===== src/rtl/date_counter_pkg.sv =====
// Shared constants and calendar helpers for the millennium clock date stage.
package clock_pkg;

  localparam logic [2:0] SEL_DAY_CODE   = 3'b011;
  localparam logic [2:0] SEL_MONTH_CODE = 3'b100;
  localparam logic [2:0] SEL_YEAR_CODE  = 3'b101;

  localparam logic [3:0] FEB = 4'd2;
  localparam logic [3:0] APR = 4'd4;
  localparam logic [3:0] JUN = 4'd6;
  localparam logic [3:0] SEP = 4'd9;
  localparam logic [3:0] NOV = 4'd11;
  localparam logic [3:0] DEC = 4'd12;

  function automatic logic is_leap(input int unsigned y);
    return ((y % 4) == 0) && (((y % 100) != 0) || ((y % 400) == 0));
  endfunction

  function automatic logic [4:0] days_in_month(input logic [3:0] m, input logic leap);
    if (m == FEB)
      return leap ? 5'd29 : 5'd28;
    else if ((m == APR) || (m == JUN) || (m == SEP) || (m == NOV))
      return 5'd30;
    else
      return 5'd31;
  endfunction

endpackage


===== src/rtl/date_counter_if.sv =====
// Control inputs and date outputs of the calendar stage.
interface date_counter_if #(parameter int YEAR_W = 12);
  logic              en_1;
  logic              carry_in;
  logic              up;
  logic              down;
  logic [2:0]        select_item;
  logic [4:0]        day_bin;
  logic [3:0]        month_bin;
  logic [YEAR_W-1:0] year_bin;
  logic              leap_year;
  logic              wrap_out;

  modport master (
    output en_1, carry_in, up, down, select_item,
    input  day_bin, month_bin, year_bin, leap_year, wrap_out
  );

  modport slave (
    input  en_1, carry_in, up, down, select_item,
    output day_bin, month_bin, year_bin, leap_year, wrap_out
  );
endinterface


===== src/rtl/date_counter_adj_wrap_counter.sv =====
// Up/down counter wrapping between MIN and a runtime upper bound, with load override.
module adj_wrap_counter #(
  parameter int W   = 5,
  parameter int MIN = 1
) (
  input  logic         clk_1Hz,
  input  logic         rst_n,
  input  logic         inc,
  input  logic         dec,
  input  logic [W-1:0] max,
  input  logic         load_en,
  input  logic [W-1:0] load_val,
  output logic [W-1:0] cnt
);

  logic [W-1:0] cnt_q, cnt_d;

  always_comb begin
    cnt_d = cnt_q;
    if (load_en)
      cnt_d = load_val;
    else if (inc && !dec)
      cnt_d = (cnt_q >= max) ? W'(MIN) : cnt_q + 1'b1;
    else if (dec && !inc)
      cnt_d = (cnt_q <= W'(MIN)) ? max : cnt_q - 1'b1;
  end

  always_ff @(posedge clk_1Hz or negedge rst_n) begin
    if (!rst_n) cnt_q <= W'(MIN);
    else        cnt_q <= cnt_d;
  end

  assign cnt = cnt_q;

endmodule


===== src/rtl/date_counter.sv =====
// Day/month/year calendar: carry-driven day advance in run mode, per-field
// up/down editing otherwise, leap-year aware with day clamping on edits.
module date_counter
  import clock_pkg::*;
#(
  parameter int         YEAR_W    = 12,
  parameter int         YEAR_MIN  = 2001,
  parameter int         YEAR_MAX  = 3000,
  parameter logic [2:0] SEL_DAY   = SEL_DAY_CODE,
  parameter logic [2:0] SEL_MONTH = SEL_MONTH_CODE,
  parameter logic [2:0] SEL_YEAR  = SEL_YEAR_CODE
) (
  input logic           clk_1Hz,
  input logic           rst_n,
  date_counter_if.slave dc
);

  logic              up_q, up_d, down_q, down_d, wrap_q, wrap_d;
  logic              up_s, dn_s, ed_day, ed_mon, ed_yr, run, step;
  logic              leap, day_end, mon_end, yr_end;
  logic              day_inc, day_dec, mon_inc, mon_dec, yr_inc, yr_dec, day_load;
  logic [4:0]        day, dim, clamp_dim;
  logic [3:0]        month, mon_nx;
  logic [YEAR_W-1:0] year, yr_nx;

  // Simultaneous rising edges on both buttons cancel out.
  assign up_s   = (dc.up & ~up_q) & ~(dc.down & ~down_q);
  assign dn_s   = (dc.down & ~down_q) & ~(dc.up & ~up_q);
  assign ed_day = (dc.select_item == SEL_DAY);
  assign ed_mon = (dc.select_item == SEL_MONTH);
  assign ed_yr  = (dc.select_item == SEL_YEAR);
  assign run    = ~(ed_day | ed_mon | ed_yr);
  assign step   = run & dc.en_1 & dc.carry_in;

  assign leap    = is_leap(32'(year));
  assign dim     = days_in_month(month, leap);
  assign day_end = (day == dim);
  assign mon_end = (month == DEC);
  assign yr_end  = (year == YEAR_W'(YEAR_MAX));

  assign day_inc = step | (ed_day & up_s);
  assign day_dec = ed_day & dn_s;
  assign mon_inc = (step & day_end) | (ed_mon & up_s);
  assign mon_dec = ed_mon & dn_s;
  assign yr_inc  = (step & day_end & mon_end) | (ed_yr & up_s);
  assign yr_dec  = ed_yr & dn_s;

  // Month/year edits predict the new field value so day can be clamped in the same cycle.
  always_comb begin
    mon_nx = month;
    yr_nx  = year;
    if (ed_mon & up_s)      mon_nx = mon_end ? 4'd1 : month + 1'b1;
    else if (ed_mon & dn_s) mon_nx = (month == 4'd1) ? DEC : month - 1'b1;
    if (ed_yr & up_s)       yr_nx = yr_end ? YEAR_W'(YEAR_MIN) : year + 1'b1;
    else if (ed_yr & dn_s)  yr_nx = (year == YEAR_W'(YEAR_MIN)) ? YEAR_W'(YEAR_MAX) : year - 1'b1;
  end

  assign clamp_dim = days_in_month(mon_nx, is_leap(32'(yr_nx)));
  assign day_load  = (ed_mon | ed_yr) & (day > clamp_dim);

  always_comb begin
    up_d   = dc.up;
    down_d = dc.down;
    wrap_d = step & day_end & mon_end & yr_end;
  end

  always_ff @(posedge clk_1Hz or negedge rst_n) begin
    if (!rst_n) begin
      up_q   <= 1'b0;
      down_q <= 1'b0;
      wrap_q <= 1'b0;
    end else begin
      up_q   <= up_d;
      down_q <= down_d;
      wrap_q <= wrap_d;
    end
  end

  adj_wrap_counter #(.W(5), .MIN(1)) u_day (
    .clk_1Hz (clk_1Hz), .rst_n (rst_n),
    .inc (day_inc), .dec (day_dec), .max (dim),
    .load_en (day_load), .load_val (clamp_dim), .cnt (day)
  );

  adj_wrap_counter #(.W(4), .MIN(1)) u_month (
    .clk_1Hz (clk_1Hz), .rst_n (rst_n),
    .inc (mon_inc), .dec (mon_dec), .max (DEC),
    .load_en (1'b0), .load_val (4'd0), .cnt (month)
  );

  adj_wrap_counter #(.W(YEAR_W), .MIN(YEAR_MIN)) u_year (
    .clk_1Hz (clk_1Hz), .rst_n (rst_n),
    .inc (yr_inc), .dec (yr_dec), .max (YEAR_W'(YEAR_MAX)),
    .load_en (1'b0), .load_val ({YEAR_W{1'b0}}), .cnt (year)
  );

  assign dc.day_bin   = day;
  assign dc.month_bin = month;
  assign dc.year_bin  = year;
  assign dc.leap_year = leap;
  assign dc.wrap_out  = wrap_q;

endmodule


===== src/flat_wrapper.sv =====
// flat-port wrapper written by rule: the top's interface ports become plain ports
module date_counter_flat import clock_pkg::*;
#(
  parameter int         YEAR_W    = 12,
  parameter int         YEAR_MIN  = 2001,
  parameter int         YEAR_MAX  = 3000,
  parameter logic [2:0] SEL_DAY   = SEL_DAY_CODE,
  parameter logic [2:0] SEL_MONTH = SEL_MONTH_CODE,
  parameter logic [2:0] SEL_YEAR  = SEL_YEAR_CODE
)
  (clk_1Hz, rst_n, dc_en_1, dc_carry_in, dc_up, dc_down, dc_select_item, dc_day_bin, dc_month_bin, dc_year_bin, dc_leap_year, dc_wrap_out);
  date_counter_if #(.YEAR_W(YEAR_W)) dc_i ();
  input logic clk_1Hz;
  input logic rst_n;
  input wire logic [$bits(dc_i.en_1)-1:0] dc_en_1;
  input wire logic [$bits(dc_i.carry_in)-1:0] dc_carry_in;
  input wire logic [$bits(dc_i.up)-1:0] dc_up;
  input wire logic [$bits(dc_i.down)-1:0] dc_down;
  input wire logic [$bits(dc_i.select_item)-1:0] dc_select_item;
  output wire logic [$bits(dc_i.day_bin)-1:0] dc_day_bin;
  output wire logic [$bits(dc_i.month_bin)-1:0] dc_month_bin;
  output wire logic [$bits(dc_i.year_bin)-1:0] dc_year_bin;
  output wire logic [$bits(dc_i.leap_year)-1:0] dc_leap_year;
  output wire logic [$bits(dc_i.wrap_out)-1:0] dc_wrap_out;
  assign dc_i.en_1 = dc_en_1;
  assign dc_i.carry_in = dc_carry_in;
  assign dc_i.up = dc_up;
  assign dc_i.down = dc_down;
  assign dc_i.select_item = dc_select_item;
  assign dc_day_bin = dc_i.day_bin;
  assign dc_month_bin = dc_i.month_bin;
  assign dc_year_bin = dc_i.year_bin;
  assign dc_leap_year = dc_i.leap_year;
  assign dc_wrap_out = dc_i.wrap_out;
  date_counter #(.YEAR_W(YEAR_W), .YEAR_MIN(YEAR_MIN), .YEAR_MAX(YEAR_MAX), .SEL_DAY(SEL_DAY), .SEL_MONTH(SEL_MONTH), .SEL_YEAR(SEL_YEAR)) u_core (.clk_1Hz(clk_1Hz), .rst_n(rst_n), .dc(dc_i));
endmodule

===== config.mk =====
export PLATFORM = sky130hd
export DESIGN_NAME = date_counter_flat
export DESIGN_NICKNAME = d
export VERILOG_FILES = /design/src/rtl/date_counter_pkg.sv /design/src/rtl/date_counter_if.sv /design/src/rtl/date_counter_adj_wrap_counter.sv /design/src/rtl/date_counter.sv /design/src/flat_wrapper.sv
export SDC_FILE = /design/constraint.sdc
export NUM_CORES = 1
export LEC_CHECK = 0
export CELL_PAD_IN_SITES_DETAIL_PLACEMENT = 0
export CELL_PAD_IN_SITES_GLOBAL_PLACEMENT = 2
export CORE_MARGIN = 10
export CORE_UTILIZATION = 38
export CTS_CLUSTER_SIZE = 10
export DETAILED_ROUTE_END_ITERATION = 16
export PLACE_DENSITY_LB_ADDON = 0.08
export SLEW_MARGIN = 30
export SYNTH_ARGS = -nofsm -noshare
export SYNTH_HDL_FRONTEND = slang
export SYNTH_SLANG_ARGS = --single-unit

===== constraint.sdc =====
create_clock -name clk_1Hz -period 12.73 [get_ports clk_1Hz]
set_input_delay 1.273 -clock clk_1Hz [delete_from_list [all_inputs] [get_ports clk_1Hz]]
set_output_delay 1.273 -clock clk_1Hz [all_outputs]
set_load 0.005 [all_outputs]

Yosys cells after proc, flatten, opt, wreduce, memory -nomap -nowiden
Index checks and enable logic that the tools add are counted.

Output and inout port bits: 23. Bits of input ports: 9. Bits in registers: 24. Logic and storage cells: 126.

Bitwise gates (word level): 27. Add/subtract/negate cells: 6. Magnitude comparators: 7. Reduce and logical (&&, ||, !) cells: 31. Divide/modulo/power cells: 4. Equal/unequal tests: 18. Muxes and demuxes: 27.

Operators with widths (count): 32-bit logical NOT (4); 12-bit 2-to-1 mux (8); 12-bit by 7-bit remainder unit with 32-bit output, second input constant (2); 12-bit by 9-bit remainder unit with 32-bit output, second input constant (2); 32-bit nonzero test (2); 5-bit 2-to-1 mux (7); 4-bit 2-to-1 mux (8); 4-bit == test, second input constant (5); 1-bit bitwise AND (16); 4-bit by 3-bit == test with 1-bit output, second input constant (4); 12-bit by 1-bit adder with 12-bit output, second input constant (1); 12-bit by 11-bit == test with 1-bit output, second input constant (1); 12-bit == test, second input constant (1); 12-bit >= comparator, second input constant (1); 12-bit by 11-bit less-or-equal comparator with 1-bit output, second input constant (1); 12-bit by 1-bit subtractor with 12-bit output, second input constant (1); 4-bit by 2-bit == test with 1-bit output, second input constant (2); 1-bit logical AND (8); 1-bit logical OR (8); 3-bit == test, second input constant (2); 1-bit logical NOT (6); 1-bit bitwise OR (6); 5-bit by 1-bit adder with 5-bit output, second input constant (1); 5-bit == test (1); 14 further kinds (22).

Longest topological paths before layout
Depth after elaboration: 16. Depth in mapped cells: 37.

Hierarchy
From an unflattened synthesis, not the netlist that was laid out.

Cells, all modules: 950. Area, all modules: 6830.3 um^2.

By module, submodules not included: date_counter (times used 1, cells an instance 583, area each 3925.0 um^2, sequential area each 75.1 um^2); adj_wrap_counter at u_core.u_year (times used 1, cells an instance 218, area each 1716.6 um^2, sequential area each 309.0 um^2); adj_wrap_counter at u_core.u_day (times used 1, cells an instance 85, area each 653.1 um^2, sequential area each 126.4 um^2); adj_wrap_counter at u_core.u_month (times used 1, cells an instance 64, area each 535.5 um^2, sequential area each 101.3 um^2).

Least setup slack after synthesis
No wires, ideal clock.

Path type: input port to flip-flop. From: input port dc_up. To: register u_core.u_day.cnt_q[3] (netlist: u_core.u_day.cnt[3]). Setup time: 77 ps. Data required time: 12653 ps. Path slack: 4588 ps. Path buffers: 1. Stages: 31. Arrival: 8064 ps. Cells stage by stage: nor2b_1 clkbuf_1 nor3_1 inv_1 nor2_2 a221o_1 nand4_1 nand2_1 inv_1 ha_1 nor3_2 a31oi_1 nor2_2 o2111a_2 nor2_1 mux2i_2 o311ai_2 a221oi_4 maj3_1 o21ai_0 o21ai_0 mux2_2 o311ai_1 o22a_1 inv_1 ha_1 a2111oi_0 nor2_1 a21oi_1 nor2_1 a21oi_1.

Longest elaborated chain between the ends: 15. Elaborated cells between the ends (all ways): 42.

RTL lines: from (decl) (RTL line flat_wrapper.sv:17) `input wire logic [$bits(dc_i.up)-1:0] dc_up;`; 1-bit bitwise AND * (RTL line date_counter.sv:27, date_counter.sv:28); 1-bit inverter (RTL line date_counter.sv:28) `assign dn_s = (dc.down & ~down_q) & ~(dc.up & ~up_q);`; 1-bit bitwise AND (RTL line date_counter.sv:28); 1-bit bitwise AND (on tied branches) (RTL line date_counter.sv:55, date_counter.sv:53); 12-bit 2-to-1 mux or 4-bit 2-to-1 mux (tied branches) (RTL line date_counter.sv:55, date_counter.sv:53); 12-bit 2-to-1 mux or 4-bit 2-to-1 mux (tied branches) (RTL line date_counter.sv:54, date_counter.sv:52); 12-bit by 7-bit remainder unit with 32-bit output (tied with other cells) (RTL line date_counter_pkg.sv:16) `return ((y % 4) == 0) && (((y % 100) != 0) || ((y % 400) == 0));`; 32-bit nonzero test (tied with other cells) (RTL line date_counter_pkg.sv:16); 1-bit logical OR (on tied branches) (RTL line date_counter_pkg.sv:16, date_counter_pkg.sv:22); 1-bit logical AND or 1-bit logical OR (tied branches) (RTL line date_counter_pkg.sv:16, date_counter_pkg.sv:22); 1-bit 2-to-1 mux (on tied branches) (RTL line date_counter_pkg.sv:21, date_counter_pkg.sv:22); 5-bit 2-to-1 mux (RTL line date_counter_pkg.sv:20) `if (m == FEB)`; 5-bit > comparator (RTL line date_counter.sv:59) `assign day_load = (ed_mon | ed_yr) & (day > clamp_dim);`; 1-bit bitwise AND (RTL line date_counter.sv:59); 3-bit nonzero test (no source line) or 5-bit 2-to-1 mux (tied branches); to (signal assigned) (RTL line date_counter_adj_wrap_counter.sv:29) `if (!rst_n) cnt_q <= W'(MIN);`; to (signal assigned) (RTL line date_counter_adj_wrap_counter.sv:30) `else cnt_q <= cnt_d;`; to (decl) (RTL line date_counter_adj_wrap_counter.sv:16) `logic [W-1:0] cnt_q, cnt_d;`.

Mark *: on every way between the ends. The rest lies on a longest branch, timed or not. A chain may end at the register's enable or synchronous reset.

Final worst setup path
From: register u_core.u_year.cnt_q[8] (netlist: u_core.u_year.cnt[8]). To: register u_core.u_year.cnt_q[4] (netlist: u_core.u_year.cnt[4]).

Longest elaborated chain between the ends: 13. Elaborated cells between the ends (all ways): 22.

RTL lines: from (decl) (RTL line date_counter_adj_wrap_counter.sv:16); from (signal assigned) (RTL line date_counter_adj_wrap_counter.sv:29); from (signal assigned) (RTL line date_counter_adj_wrap_counter.sv:30); 12-bit by 7-bit remainder unit with 32-bit output or 12-bit by 9-bit remainder unit with 32-bit output (tied branches) (RTL line date_counter_pkg.sv:16); 32-bit nonzero test or 32-bit logical NOT (tied branches) (RTL line date_counter_pkg.sv:16); 1-bit logical OR (RTL line date_counter_pkg.sv:16); 1-bit logical AND (RTL line date_counter_pkg.sv:16); 1-bit 2-to-1 mux (RTL line date_counter_pkg.sv:21) `return leap ? 5'd29 : 5'd28;`; 5-bit 2-to-1 mux (RTL line date_counter_pkg.sv:20); 5-bit == test (RTL line date_counter.sv:37) `assign day_end = (day == dim);`; 1-bit bitwise AND (2 in series) (RTL line date_counter.sv:45) `assign yr_inc = (step & day_end & mon_end) | (ed_yr & up_s);`; 1-bit bitwise OR (RTL line date_counter.sv:45); 1-bit logical NOT (RTL line date_counter_adj_wrap_counter.sv:24) `else if (dec && !inc)`; 1-bit logical AND (RTL line date_counter_adj_wrap_counter.sv:24); 2-bit nonzero test (no source line).

Parallel ways exist; a longest one is shown, timed or not. The select of a mux whose other input is x is not followed.

==> PnR_summary.wiki <==
{| class="wikitable"
! Metric !! Value
|-
| Worst slew margin || 0.4241
|-
| Fraction of registers with async set or reset after synthesis || 1.000
|-
| Number of antenna violations at the first check in global routing || 0
|-
| Unrepaired setup endpoints after global routing || no
|-
| Number of register bits inferred by synthesis || 24
|-
| Cell at the root of the clock tree || sky130_fd_sc_hd__clkbuf_16
|-
| H-Tree Depth || 1
|-
| Fraction of layout instances using a drive strength above 1 || 0.08713
|-
| Netlist cell types || 98
|-
| CP startpoint kind || register
|-
| Buf/Inv on CP || 1
|-
| Critical-path top delay cell || sky130_fd_sc_hd__dfstp_2
|-
| Leading cell type in the layout, fill and taps excluded || sky130_fd_sc_hd__nor2_1
|-
| Detail Route Antenna Nets || 0
|-
| Overall routed net length || 18.35 mm
|-
| Worst reg2reg startpoint || u_core.u_year.cnt[8]$_DFFE_PN1P_
|-
| Sink count of the clock tree || 24
|-
| Fmax || 0.1086 GHz
|-
| HP Start || u_core.u_month.cnt[0]$_DFFE_PN1P_
|-
| Port bufs || 31
|-
| Post-Synthesis Cells || 782
|-
| Kind of cell adding the most delay to the critical path || compound AO/OA/AOI/OAI gates
|-
| Syn Std Cell Area || ~0.0054 mm^2
|-
| CTS tree || built
|-
| Number of max-cap violations || 0
|-
| Share of the clock period used by the worst path || 0.7231
|-
| Count of endpoints failing hold in the final timing report || 0
|-
| Clock insertion delay at the later pin of the skew report || ~0.28 ns
|-
| CTS Hold Buffers Added || 0
|-
| Number of global-route vias before repair || approximately 5.5k
|-
| Max stage delay on crit path || between 0.8 and 0.9 ns
|-
| Wire length of the first global-routing pass || slightly below 30 mm
|-
| Critical path origin || u_core.u_year.cnt[8]$_DFFE_PN1P_
|-
| Class of the tightest hold or removal check || reg2reg
|-
| Buffer count from post-CTS setup fixing || 0
|-
| P&R area growth vs syn || 8.782%
|-
| Drt first pass iters || 6
|-
| CTS buffer count || 3
|-
| Highest net fanout along the worst path || 24
|-
| Effective utilization at floorplan || 0.3870
|-
| Total core area || roughly 0.014 mm^2
|-
| Worst-case clock skew || 0.006720 ns
|-
| Cells resized by post-CTS repair || 0
|-
| Worst-Margin Slew || approximately 0.86 ns
|-
| Via count || ~6.1k
|-
| Pins Over Slew Limit || 0
|-
| Final setup TNS || 0 ns
|-
| CTS clock-pin slew for the worst setup and hold paths || 0.08 ns
|-
| Synthesized area per cell || between 6 and 7 um^2
|-
| Buffer depth of the longest clock path || 2
|-
| Data arrival time of the critical path || 9.40 ns
|-
| Sequential element share of the synthesized area || 0.1139
|-
| Horizontal die dimension || 138.9 um
|-
| Ys Warns || 0
|-
| Post-synth EDFFs || 0
|-
| Net count, final || between 700 and 800
|-
| Final routed wire length divided by cell count || 19.33 um
|-
| IO Pins || 32
|-
| Ys flop type || sky130_fd_sc_hd__dfrtp_1
|-
| Final standard cell utilization of the core || 0.4209
|-
| Maximum number of pins on one net before global-route repair || 36
|-
| Mapped Nets || between 800 and 900
|-
| Die boundary height || approximately 140 um
|-
| Overflow left after global routing || 0
|-
| Final setup vio count || 0
|-
| Row count || 43
|-
| DRC errors left || 0
|-
| Final period demand of the worst path || ~9.2 ns
|-
| Required @ worst endpoint || about 13 ns
|-
| Via-per-instance ratio || 6.446
|-
| Critical path capture point type || register
|-
| Total die area || ~0.019 mm^2
|-
| HPWL Detailed || 13.67 mm
|-
| Worst Setup Path Type || reg2reg
|-
| Global Route Usage Sum || 0.1742
|-
| Result of the run || completed
|-
| Leading cell types in the layout, fill and taps excluded || 82 x sky130_fd_sc_hd__nor2_1, 67 x sky130_fd_sc_hd__nand2_1, 66 x sky130_fd_sc_hd__a21oi_1, 54 x sky130_fd_sc_hd__o21ai_0
|-
| Diode count || 0
|-
| Violation count after the first detailed-route iteration || roughly 370
|-
| Gpl congestion || 0.8719
|}
-- cell usage after synthesis, types with 4 or more instances --
master,instances,share of area
sky130_fd_sc_hd__o32ai_1,5,0.0082
sky130_fd_sc_hd__o21a_1,9,0.013
sky130_fd_sc_hd__a311oi_1,6,0.0098
sky130_fd_sc_hd__a211o_1,5,0.0082
sky130_fd_sc_hd__xnor2_1,22,0.036
sky130_fd_sc_hd__and2_1,15,0.017
sky130_fd_sc_hd__or3_1,12,0.014
sky130_fd_sc_hd__a21o_1,8,0.011
sky130_fd_sc_hd__o311ai_1,4,0.0065
sky130_fd_sc_hd__nand3b_1,5,0.0070
sky130_fd_sc_hd__nor2_1,82,0.057
sky130_fd_sc_hd__nor4_1,13,0.015
sky130_fd_sc_hd__mux2i_1,11,0.020
sky130_fd_sc_hd__o311a_1,4,0.0075
sky130_fd_sc_hd__a31oi_1,13,0.015
sky130_fd_sc_hd__nor3_1,30,0.028
sky130_fd_sc_hd__dfrtp_1,15,0.070
sky130_fd_sc_hd__ha_1,20,0.047
sky130_fd_sc_hd__nand3_1,31,0.029
sky130_fd_sc_hd__nand4_1,11,0.013
sky130_fd_sc_hd__nor3b_1,5,0.0070
sky130_fd_sc_hd__a21oi_1,66,0.061
sky130_fd_sc_hd__a221oi_1,6,0.0098
sky130_fd_sc_hd__o31ai_1,4,0.0056
sky130_fd_sc_hd__buf_2,4,0.0037
sky130_fd_sc_hd__nor3_2,5,0.0093
sky130_fd_sc_hd__o211ai_1,6,0.0084
sky130_fd_sc_hd__o21ai_0,54,0.050
sky130_fd_sc_hd__or2_2,7,0.0082
sky130_fd_sc_hd__inv_1,26,0.018
sky130_fd_sc_hd__a2111oi_0,7,0.011
sky130_fd_sc_hd__and3_1,12,0.014
sky130_fd_sc_hd__a211oi_1,11,0.015
sky130_fd_sc_hd__nand2_1,67,0.047
sky130_fd_sc_hd__nand2b_1,11,0.013
sky130_fd_sc_hd__nor2b_1,7,0.0082
sky130_fd_sc_hd__dfstp_2,9,0.044
sky130_fd_sc_hd__o22ai_1,6,0.0070
sky130_fd_sc_hd__a22oi_1,7,0.0098
sky130_fd_sc_hd__clkbuf_1,45,0.031
sky130_fd_sc_hd__o221ai_1,4,0.0065
-- stage by stage --
stage	instance area [um^2]	setup WS, ns	cells	hold WS, ns
floorplan	5371	4.588	782	0.5791
finish	5843	3.524	949	0.6653
global route	5843	2.782	949	0.6840
detailed placement	5731	3.340	945	0.6484
CTS	5836	3.625	949	0.6621
global placement	5731	3.488	945	0.6405
-- path summary, 6_finish.rpt --
| check | to | slack, ns | cells past startpoint |
|---|---|---|---|
| setup / recovery | u_core.u_year.cnt[4]$_DFFE_PN1P_ | 3.52 | 29 |
| hold / removal | u_core.u_month.cnt[3]$_DFFE_PN0P_ | 0.67 | 2 |
| setup reg to reg | u_core.u_year.cnt[4]$_DFFE_PN1P_ | 3.52 | 29 |
| hold reg to reg | u_core.u_month.cnt[3]$_DFFE_PN0P_ | 0.67 | 2 |
| max in group asynchronous | u_core.u_year.cnt[9]$_DFFE_PN1P_ | 11.04 | 2 |
| min in group asynchronous | u_core.u_month.cnt[2]$_DFFE_PN0P_ | 1.37 | 2 |
-- state kept, by name (all words and copies together) (netlist names) --
signal	cells
u_core.u_year.cnt	12
u_core.u_month.cnt	4
u_core.u_day.cnt	5
u_core.up_q	1
u_core.dc.wrap_out	1
u_core.down_q	1
-- per-layer routing --
layer / GRT usage / part of all wire
met5: 0 / 0
met4: 0.05162 / 0.016
met3: 0.007877 / 0.044
met2: 0.3035 / 0.49
met1: 0.2253 / 0.45
-- worst register-to-register path: cells and delay by family (launching register included) --
family / cells / cell delay, ns
compound gates: 11 / 3.51
simple gates: 13 / 2.90
fa+ha+maj: 3 / 1.14
flops: 1 / 0.87
xor+xnor: 1 / 0.45
buf+inv: 1 / 0.23
-- final cells by class --
class,count,area [um^2]
well taps,180,225.2
repair buffers,37,355.3
inverters,27,102.6
clock buffers,3,75.07
multi-input cells,677,4443
flip-flops and latches,24,611.8
clock inverters,1,30.03
fillers,1482,8038
-- logic make-up (layout without fill, tap and decap cells) --
group | count (synthesis) | count (layout) | share of synthesized area
buf+inv | 81 | 68 | 0.06056
fa+ha+maj | 23 | 23 | 0.05218
flops | 24 | 24 | 0.1139
simple gates | 338 | 338 | 0.3338
compound gates | 276 | 276 | 0.3657
mux | 14 | 14 | 0.02725
xor+xnor | 26 | 26 | 0.04659
Power is left out: the tool's default activity adds up to more than one toggle a clock period on the data nets, which glitch-free logic cannot reach.
